## src/rtl/apb_bridge_pkg.sv

```systemverilog
// Shared definitions for the APB bridge master side.
//   apb_state_t   : master FSM states
//   PPROT_DEFAULT : protection attributes driven on every transfer
//   req_*/rsp_*   : widths and bit offsets of the packed request
//                   {write, addr, wdata, strb} and response
//                   {timeout, slverr, rdata} words
//   cnt_w         : wait-counter width for a given timeout
package apb_bridge_pkg;

    typedef enum logic [1:0] {IDLE, SETUP, ACCESS, RESP} apb_state_t;

    localparam logic [2:0] PPROT_DEFAULT = 3'b000;

    function automatic int unsigned strb_w(int unsigned data_w);
        return data_w / 8;
    endfunction

    function automatic int unsigned req_w(int unsigned addr_w, int unsigned data_w);
        return 1 + addr_w + data_w + data_w / 8;
    endfunction

    // strb sits at bit 0 of the request word
    function automatic int unsigned req_wdata_lsb(int unsigned data_w);
        return data_w / 8;
    endfunction

    function automatic int unsigned req_addr_lsb(int unsigned data_w);
        return data_w + data_w / 8;
    endfunction

    function automatic int unsigned req_write_bit(int unsigned addr_w, int unsigned data_w);
        return addr_w + data_w + data_w / 8;
    endfunction

    function automatic int unsigned rsp_w(int unsigned data_w);
        return data_w + 2;
    endfunction

    function automatic int unsigned rsp_slverr_bit(int unsigned data_w);
        return data_w;
    endfunction

    function automatic int unsigned rsp_timeout_bit(int unsigned data_w);
        return data_w + 1;
    endfunction

    function automatic int unsigned cnt_w(int unsigned timeout);
        return (timeout == 0) ? 1 : $clog2(timeout + 1);
    endfunction

endpackage

```

## src/rtl/apb_master_fsm_if.sv

```systemverilog
// Bundle of the request/response FIFO handshakes and the APB4 bus seen by
// the master FSM.
//   master : FSM side (pops requests, pushes responses, drives APB)
//   slave  : environment side (FIFOs and APB completer)
interface apb_master_fsm_if
    import apb_bridge_pkg::*;
#(
    parameter int unsigned ADDR_W = 32,
    parameter int unsigned DATA_W = 32
) ();

    logic [req_w(ADDR_W, DATA_W)-1:0] req_data;
    logic                             req_empty;
    logic                             req_pop;
    logic [rsp_w(DATA_W)-1:0]         rsp_data;
    logic                             rsp_full;
    logic                             rsp_push;

    logic                             PSEL;
    logic                             PENABLE;
    logic                             PWRITE;
    logic [ADDR_W-1:0]                PADDR;
    logic [DATA_W-1:0]                PWDATA;
    logic [strb_w(DATA_W)-1:0]        PSTRB;
    logic [2:0]                       PPROT;
    logic [DATA_W-1:0]                PRDATA;
    logic                             PREADY;
    logic                             PSLVERR;

    modport master (
        input  req_data, req_empty, rsp_full, PRDATA, PREADY, PSLVERR,
        output req_pop, rsp_data, rsp_push,
        output PSEL, PENABLE, PWRITE, PADDR, PWDATA, PSTRB, PPROT
    );

    modport slave (
        output req_data, req_empty, rsp_full, PRDATA, PREADY, PSLVERR,
        input  req_pop, rsp_data, rsp_push,
        input  PSEL, PENABLE, PWRITE, PADDR, PWDATA, PSTRB, PPROT
    );

endinterface

```

## src/rtl/apb_timeout_counter.sv

```systemverilog
// Saturating ACCESS wait-state counter.
//   clk, rst : clock, async active-low reset
//   clr      : zero the count (start of a transfer)
//   en       : one more PREADY=0 cycle in ACCESS
//   expired  : this enabled cycle is the TIMEOUT-th wait; never set when TIMEOUT=0
module apb_timeout_counter
    import apb_bridge_pkg::*;
#(
    parameter int unsigned TIMEOUT = 255
) (
    input  logic clk,
    input  logic rst,
    input  logic clr,
    input  logic en,
    output logic expired
);

    localparam int unsigned     CntW    = cnt_w(TIMEOUT);
    localparam logic [CntW-1:0] CntMax  = CntW'(TIMEOUT);
    localparam logic [CntW-1:0] CntLast = (TIMEOUT == 0) ? '0 : CntW'(TIMEOUT - 1);

    logic [CntW-1:0] cnt_q, cnt_d;

    always_comb begin
        cnt_d = cnt_q;
        if (clr) begin
            cnt_d = '0;
        end else if (en && (cnt_q != CntMax)) begin
            cnt_d = cnt_q + 1'b1;
        end
    end

    always_ff @(posedge clk or negedge rst) begin
        if (!rst) begin
            cnt_q <= '0;
        end else begin
            cnt_q <= cnt_d;
        end
    end

    // Fires in the cycle the count would reach TIMEOUT, so ACCESS lasts exactly TIMEOUT cycles.
    assign expired = (TIMEOUT != 0) && en && (cnt_q == CntLast);

endmodule

```

## src/rtl/apb_master_fsm.sv

```systemverilog
// APB4 master: pops one packed request, runs SETUP/ACCESS (with wait states
// and a PREADY timeout), then pushes a packed response.
//   clk, rst : clock, async active-low reset
//   bus      : request/response FIFO handshakes and APB4 signals (master modport)
module apb_master_fsm
    import apb_bridge_pkg::*;
#(
    parameter int unsigned ADDR_W  = 32,
    parameter int unsigned DATA_W  = 32,
    parameter int unsigned TIMEOUT = 255
) (
    input  logic             clk,
    input  logic             rst,
    apb_master_fsm_if.master bus
);

    localparam int unsigned StrbW    = strb_w(DATA_W);
    localparam int unsigned WdataLsb = req_wdata_lsb(DATA_W);
    localparam int unsigned AddrLsb  = req_addr_lsb(DATA_W);
    localparam int unsigned WriteBit = req_write_bit(ADDR_W, DATA_W);
    localparam int unsigned RspW     = rsp_w(DATA_W);

    apb_state_t        state_q, state_d;
    logic              pwrite_q, pwrite_d;
    logic [ADDR_W-1:0] paddr_q, paddr_d;
    logic [DATA_W-1:0] pwdata_q, pwdata_d;
    logic [StrbW-1:0]  pstrb_q, pstrb_d;
    logic [RspW-1:0]   rsp_q, rsp_d;

    logic pop, push, psel, penable, cnt_clr, cnt_en, expired;

    apb_timeout_counter #(
        .TIMEOUT(TIMEOUT)
    ) u_timeout (
        .clk    (clk),
        .rst    (rst),
        .clr    (cnt_clr),
        .en     (cnt_en),
        .expired(expired)
    );

    always_comb begin
        state_d  = state_q;
        pwrite_d = pwrite_q;
        paddr_d  = paddr_q;
        pwdata_d = pwdata_q;
        pstrb_d  = pstrb_q;
        rsp_d    = rsp_q;
        pop      = 1'b0;
        push     = 1'b0;
        psel     = 1'b0;
        penable  = 1'b0;
        cnt_clr  = 1'b0;
        cnt_en   = 1'b0;
        unique case (state_q)
            IDLE: begin
                if (!bus.req_empty) begin
                    pop      = 1'b1;
                    cnt_clr  = 1'b1;
                    pwrite_d = bus.req_data[WriteBit];
                    paddr_d  = bus.req_data[AddrLsb +: ADDR_W];
                    pwdata_d = bus.req_data[WdataLsb +: DATA_W];
                    pstrb_d  = bus.req_data[WriteBit] ? bus.req_data[0 +: StrbW] : '0;
                    state_d  = SETUP;
                end
            end
            SETUP: begin
                psel    = 1'b1;
                state_d = ACCESS;
            end
            ACCESS: begin
                psel    = 1'b1;
                penable = 1'b1;
                // A real completion takes priority over a timeout in the same cycle.
                if (bus.PREADY) begin
                    rsp_d   = {1'b0, bus.PSLVERR, pwrite_q ? {DATA_W{1'b0}} : bus.PRDATA};
                    state_d = RESP;
                end else begin
                    cnt_en = 1'b1;
                    if (expired) begin
                        rsp_d   = {1'b1, 1'b1, {DATA_W{1'b0}}};
                        state_d = RESP;
                    end
                end
            end
            RESP: begin
                if (!bus.rsp_full) begin
                    push    = 1'b1;
                    state_d = IDLE;
                end
            end
            default: state_d = IDLE;
        endcase
    end

    always_ff @(posedge clk or negedge rst) begin
        if (!rst) begin
            state_q  <= IDLE;
            pwrite_q <= 1'b0;
            paddr_q  <= '0;
            pwdata_q <= '0;
            pstrb_q  <= '0;
            rsp_q    <= '0;
        end else begin
            state_q  <= state_d;
            pwrite_q <= pwrite_d;
            paddr_q  <= paddr_d;
            pwdata_q <= pwdata_d;
            pstrb_q  <= pstrb_d;
            rsp_q    <= rsp_d;
        end
    end

    // Reset holds the FSM in IDLE, where pop would otherwise follow req_empty.
    assign bus.req_pop  = pop & rst;
    assign bus.rsp_push = push;
    assign bus.rsp_data = rsp_q;
    assign bus.PSEL     = psel;
    assign bus.PENABLE  = penable;
    assign bus.PWRITE   = pwrite_q;
    assign bus.PADDR    = paddr_q;
    assign bus.PWDATA   = pwdata_q;
    assign bus.PSTRB    = pstrb_q;
    assign bus.PPROT    = PPROT_DEFAULT;

endmodule

```

## src/flat_wrapper.sv

```systemverilog
// flat-port wrapper written by rule: the top's interface ports become plain ports
module apb_master_fsm_flat import apb_bridge_pkg::*;
#(
    parameter int unsigned ADDR_W  = 32,
    parameter int unsigned DATA_W  = 32,
    parameter int unsigned TIMEOUT = 255
)
  (clk, rst, bus_req_data, bus_req_empty, bus_rsp_full, bus_PRDATA, bus_PREADY, bus_PSLVERR, bus_req_pop, bus_rsp_data, bus_rsp_push, bus_PSEL, bus_PENABLE, bus_PWRITE, bus_PADDR, bus_PWDATA, bus_PSTRB, bus_PPROT);
  apb_master_fsm_if #(.ADDR_W(ADDR_W), .DATA_W(DATA_W)) bus_i ();
  input  logic clk;
  input  logic rst;
  input wire logic [$bits(bus_i.req_data)-1:0] bus_req_data;
  input wire logic [$bits(bus_i.req_empty)-1:0] bus_req_empty;
  input wire logic [$bits(bus_i.rsp_full)-1:0] bus_rsp_full;
  input wire logic [$bits(bus_i.PRDATA)-1:0] bus_PRDATA;
  input wire logic [$bits(bus_i.PREADY)-1:0] bus_PREADY;
  input wire logic [$bits(bus_i.PSLVERR)-1:0] bus_PSLVERR;
  output wire logic [$bits(bus_i.req_pop)-1:0] bus_req_pop;
  output wire logic [$bits(bus_i.rsp_data)-1:0] bus_rsp_data;
  output wire logic [$bits(bus_i.rsp_push)-1:0] bus_rsp_push;
  output wire logic [$bits(bus_i.PSEL)-1:0] bus_PSEL;
  output wire logic [$bits(bus_i.PENABLE)-1:0] bus_PENABLE;
  output wire logic [$bits(bus_i.PWRITE)-1:0] bus_PWRITE;
  output wire logic [$bits(bus_i.PADDR)-1:0] bus_PADDR;
  output wire logic [$bits(bus_i.PWDATA)-1:0] bus_PWDATA;
  output wire logic [$bits(bus_i.PSTRB)-1:0] bus_PSTRB;
  output wire logic [$bits(bus_i.PPROT)-1:0] bus_PPROT;
  assign bus_i.req_data = bus_req_data;
  assign bus_i.req_empty = bus_req_empty;
  assign bus_i.rsp_full = bus_rsp_full;
  assign bus_i.PRDATA = bus_PRDATA;
  assign bus_i.PREADY = bus_PREADY;
  assign bus_i.PSLVERR = bus_PSLVERR;
  assign bus_req_pop = bus_i.req_pop;
  assign bus_rsp_data = bus_i.rsp_data;
  assign bus_rsp_push = bus_i.rsp_push;
  assign bus_PSEL = bus_i.PSEL;
  assign bus_PENABLE = bus_i.PENABLE;
  assign bus_PWRITE = bus_i.PWRITE;
  assign bus_PADDR = bus_i.PADDR;
  assign bus_PWDATA = bus_i.PWDATA;
  assign bus_PSTRB = bus_i.PSTRB;
  assign bus_PPROT = bus_i.PPROT;
  apb_master_fsm #(.ADDR_W(ADDR_W), .DATA_W(DATA_W), .TIMEOUT(TIMEOUT)) u_core (.clk(clk), .rst(rst), .bus(bus_i));
endmodule
```

## config.mk

```make
export PLATFORM = sky130hd
export DESIGN_NAME = apb_master_fsm_flat
export DESIGN_NICKNAME = d
export VERILOG_FILES = /design/src/rtl/apb_bridge_pkg.sv /design/src/rtl/apb_master_fsm_if.sv /design/src/rtl/apb_timeout_counter.sv /design/src/rtl/apb_master_fsm.sv /design/src/flat_wrapper.sv
export SDC_FILE = /design/constraint.sdc
export NUM_CORES = 1
export LEC_CHECK = 0
export ABC_AREA = 1
export CAP_MARGIN = 20
export CELL_PAD_IN_SITES_DETAIL_PLACEMENT = 1
export CELL_PAD_IN_SITES_GLOBAL_PLACEMENT = 1
export CORE_MARGIN = 3
export CORE_UTILIZATION = 32
export DETAILED_ROUTE_END_ITERATION = 10
export PLACE_DENSITY_LB_ADDON = 0.1
export SLEW_MARGIN = 20
export SYNTH_ARGS = -nofsm -noshare
export SYNTH_HDL_FRONTEND = slang
export SYNTH_HIERARCHICAL = 1
export SYNTH_SLANG_ARGS = --single-unit
export TNS_END_PERCENT = 5
```

## constraint.sdc

```tcl
create_clock -name clk -period 3.7 [get_ports clk]
set_input_delay 0.37 -clock clk [delete_from_list [all_inputs] [get_ports clk]]
set_output_delay 0.37 -clock clk [all_outputs]
set_load 0.01 [all_outputs]
```

Yosys cells after proc, flatten, opt, wreduce, memory -nomap -nowiden:

Cells that the tools add are included.

* register bits: 113
* input port bits: 107
* logic and storage cells: 46

* add/sub/neg operators: 1
* eq/ne operators: 8
* multiplexer cells: 19
* bitwise operators: 2
* reduce and logical (&&, ||, !) cells: 9

Operators with widths (number)
* 34-bit two-way mux: 2
* 32-bit two-way mux: 1
* 8-bit two-way mux: 2
* 8-bit by 1-bit adder with 8-bit output (second input constant): 1
* 8-bit == test (second input constant): 1
* 1-bit two-way mux: 8
* 2-bit two-way mux: 4
* 8-bit inequality test (second input constant): 1
* 2-bit case mux with 4 select lines: 1
* 2-bit == test (second input constant): 2
* 4-bit two-way mux: 1
* 2-bit inequality test (second input constant): 2
* 2-bit AND reduction: 2
* 2-bit nonzero test: 2
* 3-bit by 2-bit inequality test with 1-bit output (second input constant): 1
* 3-bit AND reduction: 1
* 2-bit by 1-bit == test with 1-bit output (second input constant): 1
* 1-bit logical AND: 2
* 2-bit zero test: 1
* 2-bit OR reduction: 1
* 1-bit bitwise AND: 1
* 1-bit inverter: 1

Depth between registers and ports, before layout:

* depth after elaboration: 6
* mapped depth: 11
* mapped depth without buffers: 11

Hierarchy:

The synthesis kept the hierarchy.

By module, submodules not included
* apb_master_fsm: times used 1, cells each 476, area each 4207.8 µm², seq. area each 2627.5 µm²
* apb_timeout_counter: times used 1, cells each 74, area each 520.5 µm², seq. area each 200.2 µm²

Least setup slack after synthesis:

OpenSTA, ideal clock, no wires.

* kind: reg2reg
* start point: register u_core.state_q[0]
* end point: register u_core.rsp_q[23] (netlist: u_core/bus.rsp_data[23])
* data arrival time: 1.924 ns
* required time: 3.569 ns
* path slack: 1.645 ns
* stages on the path, launching flop included: 12
* path buffers: 2
* clock period less this slack: 2.055 ns
* path through: dfrtp_1 > inv_1 > ha_1 > inv_1 > nor2_1 > nand2_1 > nor4_1 > o21ai_2 > buf_4 > buf_6 > nand2_1 > o21ai_0

* longest elaborated chain between the ends: 5

Ends and longest elaborated chain
* from (decl): RTL line apb_master_fsm.sv:23 `apb_state_t state_q, state_d;`
* from (signal assigned): RTL line apb_master_fsm.sv:105 `state_q <= state_d;`
* 2-bit == test: RTL line apb_master_fsm.sv:55 `unique case (state_q)`
* 1-bit two-way mux: RTL line apb_master_fsm.sv:55
* named net u_core.cnt_en: RTL line apb_master_fsm.sv:30 `logic pop, push, psel, penable, cnt_clr, cnt_en, expired;`
* 1-bit logical AND: RTL line apb_timeout_counter.sv:42 `assign expired = (TIMEOUT != 0) && en && (cnt_q == CntLast);`
* named net u_core.expired: RTL line apb_master_fsm.sv:30
* 2-bit nonzero test (no source line)
* 2-bit AND reduction (no source line)
* to (signal assigned): RTL line apb_master_fsm.sv:110 `rsp_q <= rsp_d;`
* to (decl): RTL line apb_master_fsm.sv:28 `logic [RspW-1:0] rsp_q, rsp_d;`

The timed path passes the listed nets, and every way through them passes these cells.
A chain may end at the register's enable or synchronous reset.

Final worst setup path:

* start point: register u_core.state_q[0]
* end point: register u_core.rsp_q[17] (netlist: u_core/bus.rsp_data[17])

The elaborated chain is that of the path after synthesis.

==> out/results.tsv <==
metric	value	unit
syn_avg_cell_area	8.60	sq um
min_period	2.47	ns
row_count	43	
synthesis.yosys.warnings	6	
arrival	2.72	ns
cts.htree.levels	4	
antennaDiodeCount	0	
r2r-end	u_core/bus.rsp_data[17]$_DFFE_PN0P_	
critPathCaptureType	flip-flop	
dieArea	0.0163	sq mm
numClockSinks	113	
initial_core_util	33.4	%
wl	15500	um
clk_latency	0.40	ns
p_per_area	841	mW/mm^2
wl_per_cell	16.2	um
yosysSeqAreaShare	59.8	%
vias_per_cell	4.61	
outcome	complete, no violations	
die_x	128	um
total_leakage_power	3.57	nW
grt_setup_unrepaired	no	
dp_hpwl	11200	um
hold_path_class	in -> async	
post_cts_buffers	0	
io_buffers	213	
place_inst	921	
post_cts_resized	0	
cts_inserted_buffers	17	
drc	0	
pin_count	217	
grt_pass1_vias	4686	
gr-total-overflow	0	
path_clk_slew	0.05	ns
setup_tns	0	ns
area_delta_synth_final	60.6	%
worstSetupStartpointType	flip-flop	
fp.dieH	128	um
grt_pass1_wl	24700	um
drtIter0Drc	223	
regToRegSetupSlack	1.23	ns
root_buffer	clkbuf_16	
final_nets	873	
worst_pin_slew	1.02	ns
cp_max_fo	67	
fin_skew	0.00541	ns
ff2ff_path_depth	10	
track_usage	19.4	%
grt_max_degree	69	
peakVddDrop	395	uV
ant_nets	0	
rr_startpoint	u_core/state_q[0]$_DFFE_PN0P_	
synth_top_area_share	59.8	%
maxSlewViolCount	0	
num_vias	4395	
layoutNonFillerInstCount	953	
required	3.95	ns
syn-cell-area	0.00473	sq mm
cts_hold_buf	0	
final_hold_viol_count	0	
core	0.0141	sq mm
hold_slack	0.132	ns
fmax	406	MHz
max-cap-violations	0	
drtPass1Iterations	5	
critical_path_class	reg -> reg	
fin_util	53.7	%
yosysUniqueCellTypes	27	
syn_inst	550	
antenna_found_initial	1	
clock_path_buffers	2	
setup_viol	0	
maxSlewHeadroom	32.0	%
synth_area_leader_cell	dfrtp_1	
finalCritPeriodShare	66.6	%
synth.area.top_cells	dfrtp_1 (60%), nand2_1 (21%), nand3_1 (4.8%), o21ai_0 (3.5%), ha_1 (1.6%)	
layout-drive-gt1-share	6.21	%
cts_tree	done	
place_congestion	0.859	
ys_seq_elements	113	
-- state kept, by name (all words and copies together) (netlist names) --
name	flops
u_core/bus.PWDATA	32
u_core/u_timeout/cnt_q	8
u_core/state_q	2
u_core/bus.PADDR	32
u_core/bus.PWRITE	1
u_core/bus.PSTRB	4
u_core/bus.rsp_data	34
-- how the worst max path moves through the flow --
| stage | from | to | slack (ns) | cells after the start |
|---|---|---|---|---|
| after floorplan | u_core/state_q[0]$_DFFE_PN0P_ | u_core/bus.rsp_data[23]$_DFFE_PN0P_ | 1.64 | 11 |
| after global placement | u_core/state_q[0]$_DFFE_PN0P_ | u_core/bus.rsp_data[3]$_DFFE_PN0P_ | 1.38 | 10 |
| after detailed placement | u_core/state_q[0]$_DFFE_PN0P_ | u_core/bus.rsp_data[17]$_DFFE_PN0P_ | 1.23 | 10 |
| after CTS | u_core/state_q[0]$_DFFE_PN0P_ | u_core/bus.rsp_data[17]$_DFFE_PN0P_ | 1.21 | 10 |
| after global routing | u_core/state_q[0]$_DFFE_PN0P_ | u_core/bus.rsp_data[16]$_DFFE_PN0P_ | 0.95 | 10 |
| final | u_core/state_q[0]$_DFFE_PN0P_ | u_core/bus.rsp_data[17]$_DFFE_PN0P_ | 1.23 | 10 |
-- final cells by class --
| type | instances | area [sq um] |
|---|---|---|
| clock buffer | 22 | 474 |
| clock inverter | 10 | 133 |
| fill | 1647 | 6560 |
| inverter | 18 | 68.8 |
| multi-input combinational | 390 | 1680 |
| sequential | 113 | 2830 |
| tap | 180 | 225 |
| timing repair buffer | 220 | 2180 |
-- worst max-delay path, stage by stage, from the launching register on --
cell	delay [ns]
dfrtp_1	0.39
inv_1	0.11
ha_1	0.30
inv_1	0.07
nor2_1	0.28
nand2_1	0.10
nor4_1	0.45
o21ai_4	0.06
buf_4	0.31
nand2_1	0.13
o21ai_0	0.10
-- layer usage --
metal | GRT usage (%) | part of all wire [%] | vias up
li1 | - | - | 2128
met1 | 23.1 | 40 | 2106
met2 | 32.5 | 50 | 137
met3 | 6.15 | 7.8 | 22
met4 | 7.89 | 2.0 | 2
met5 | 0 | 0.084 | -
-- synthesized netlist by cell type --
master / instances
nand4_1: 1
nand2_2: 2
clkbuf_1: 17
a21oi_1: 2
inv_2: 1
nor2_2: 1
o21ai_0: 33
nor2_1: 16
o21ai_1: 2
o21ai_2: 1
dfrtp_1: 113
buf_4: 5
or2_2: 1
clkinv_2: 1
conb_1: 1
nand2_1: 270
ha_1: 6
nor2_4: 2
buf_2: 4
clkinv_1: 1
buf_1: 2
inv_1: 15
xor2_1: 3
nor4_1: 1
nand3_1: 45
buf_6: 3
nand2_4: 1
-- cell usage in the layout (no fill, tap or decap), types with 3 or more instances in the layout --
| cell | instances |
|---|---|
| bufinv_16 | 3 |
| xor2_1 | 3 |
| o21ai_0 | 33 |
| clkinvlp_4 | 3 |
| conb_1 | 3 |
| dfrtp_1 | 113 |
| nand2_1 | 270 |
| nand3_1 | 45 |
| nor2_1 | 16 |
| inv_1 | 15 |
| clkbuf_8 | 3 |
| clkdlybuf4s50_1 | 212 |
| clkbuf_16 | 17 |
| ha_1 | 6 |
| buf_4 | 8 |
| clkinv_2 | 5 |
-- stage by stage --
stage                     power [mW]  setup WS, ns  area [sq um]
final                           6.39          1.23          7590
after global routing            6.84         0.952          7590
after CTS                       6.50          1.21          7590
after detailed placement        4.79          1.23          6990
after global placement          4.66          1.38          6990
after floorplan                 3.22          1.64          4740
-- where the power goes --
group	total, mW	switching, mW	internal (mW)
sequential	2.11	0.321	1.79
clock	1.66	0.556	1.11
combinational	2.62	1.29	1.32
-- logic make-up after synthesis --
| family | count (synthesis) | synth area share (%) |
|---|---|---|
| buffers and inverters | 49 | 4.90 |
| XOR/XNOR | 3 | 0.556 |
| AO/OA/AOI/OAI | 38 | 4.10 |
| flip-flops | 113 | 59.8 |
| adder cells (fa/ha/maj) | 6 | 1.59 |
| other | 1 | 0.0793 |
| AND/OR/NAND/NOR | 340 | 29.0 |
Note: power is estimated with default switching activity, not from simulation.
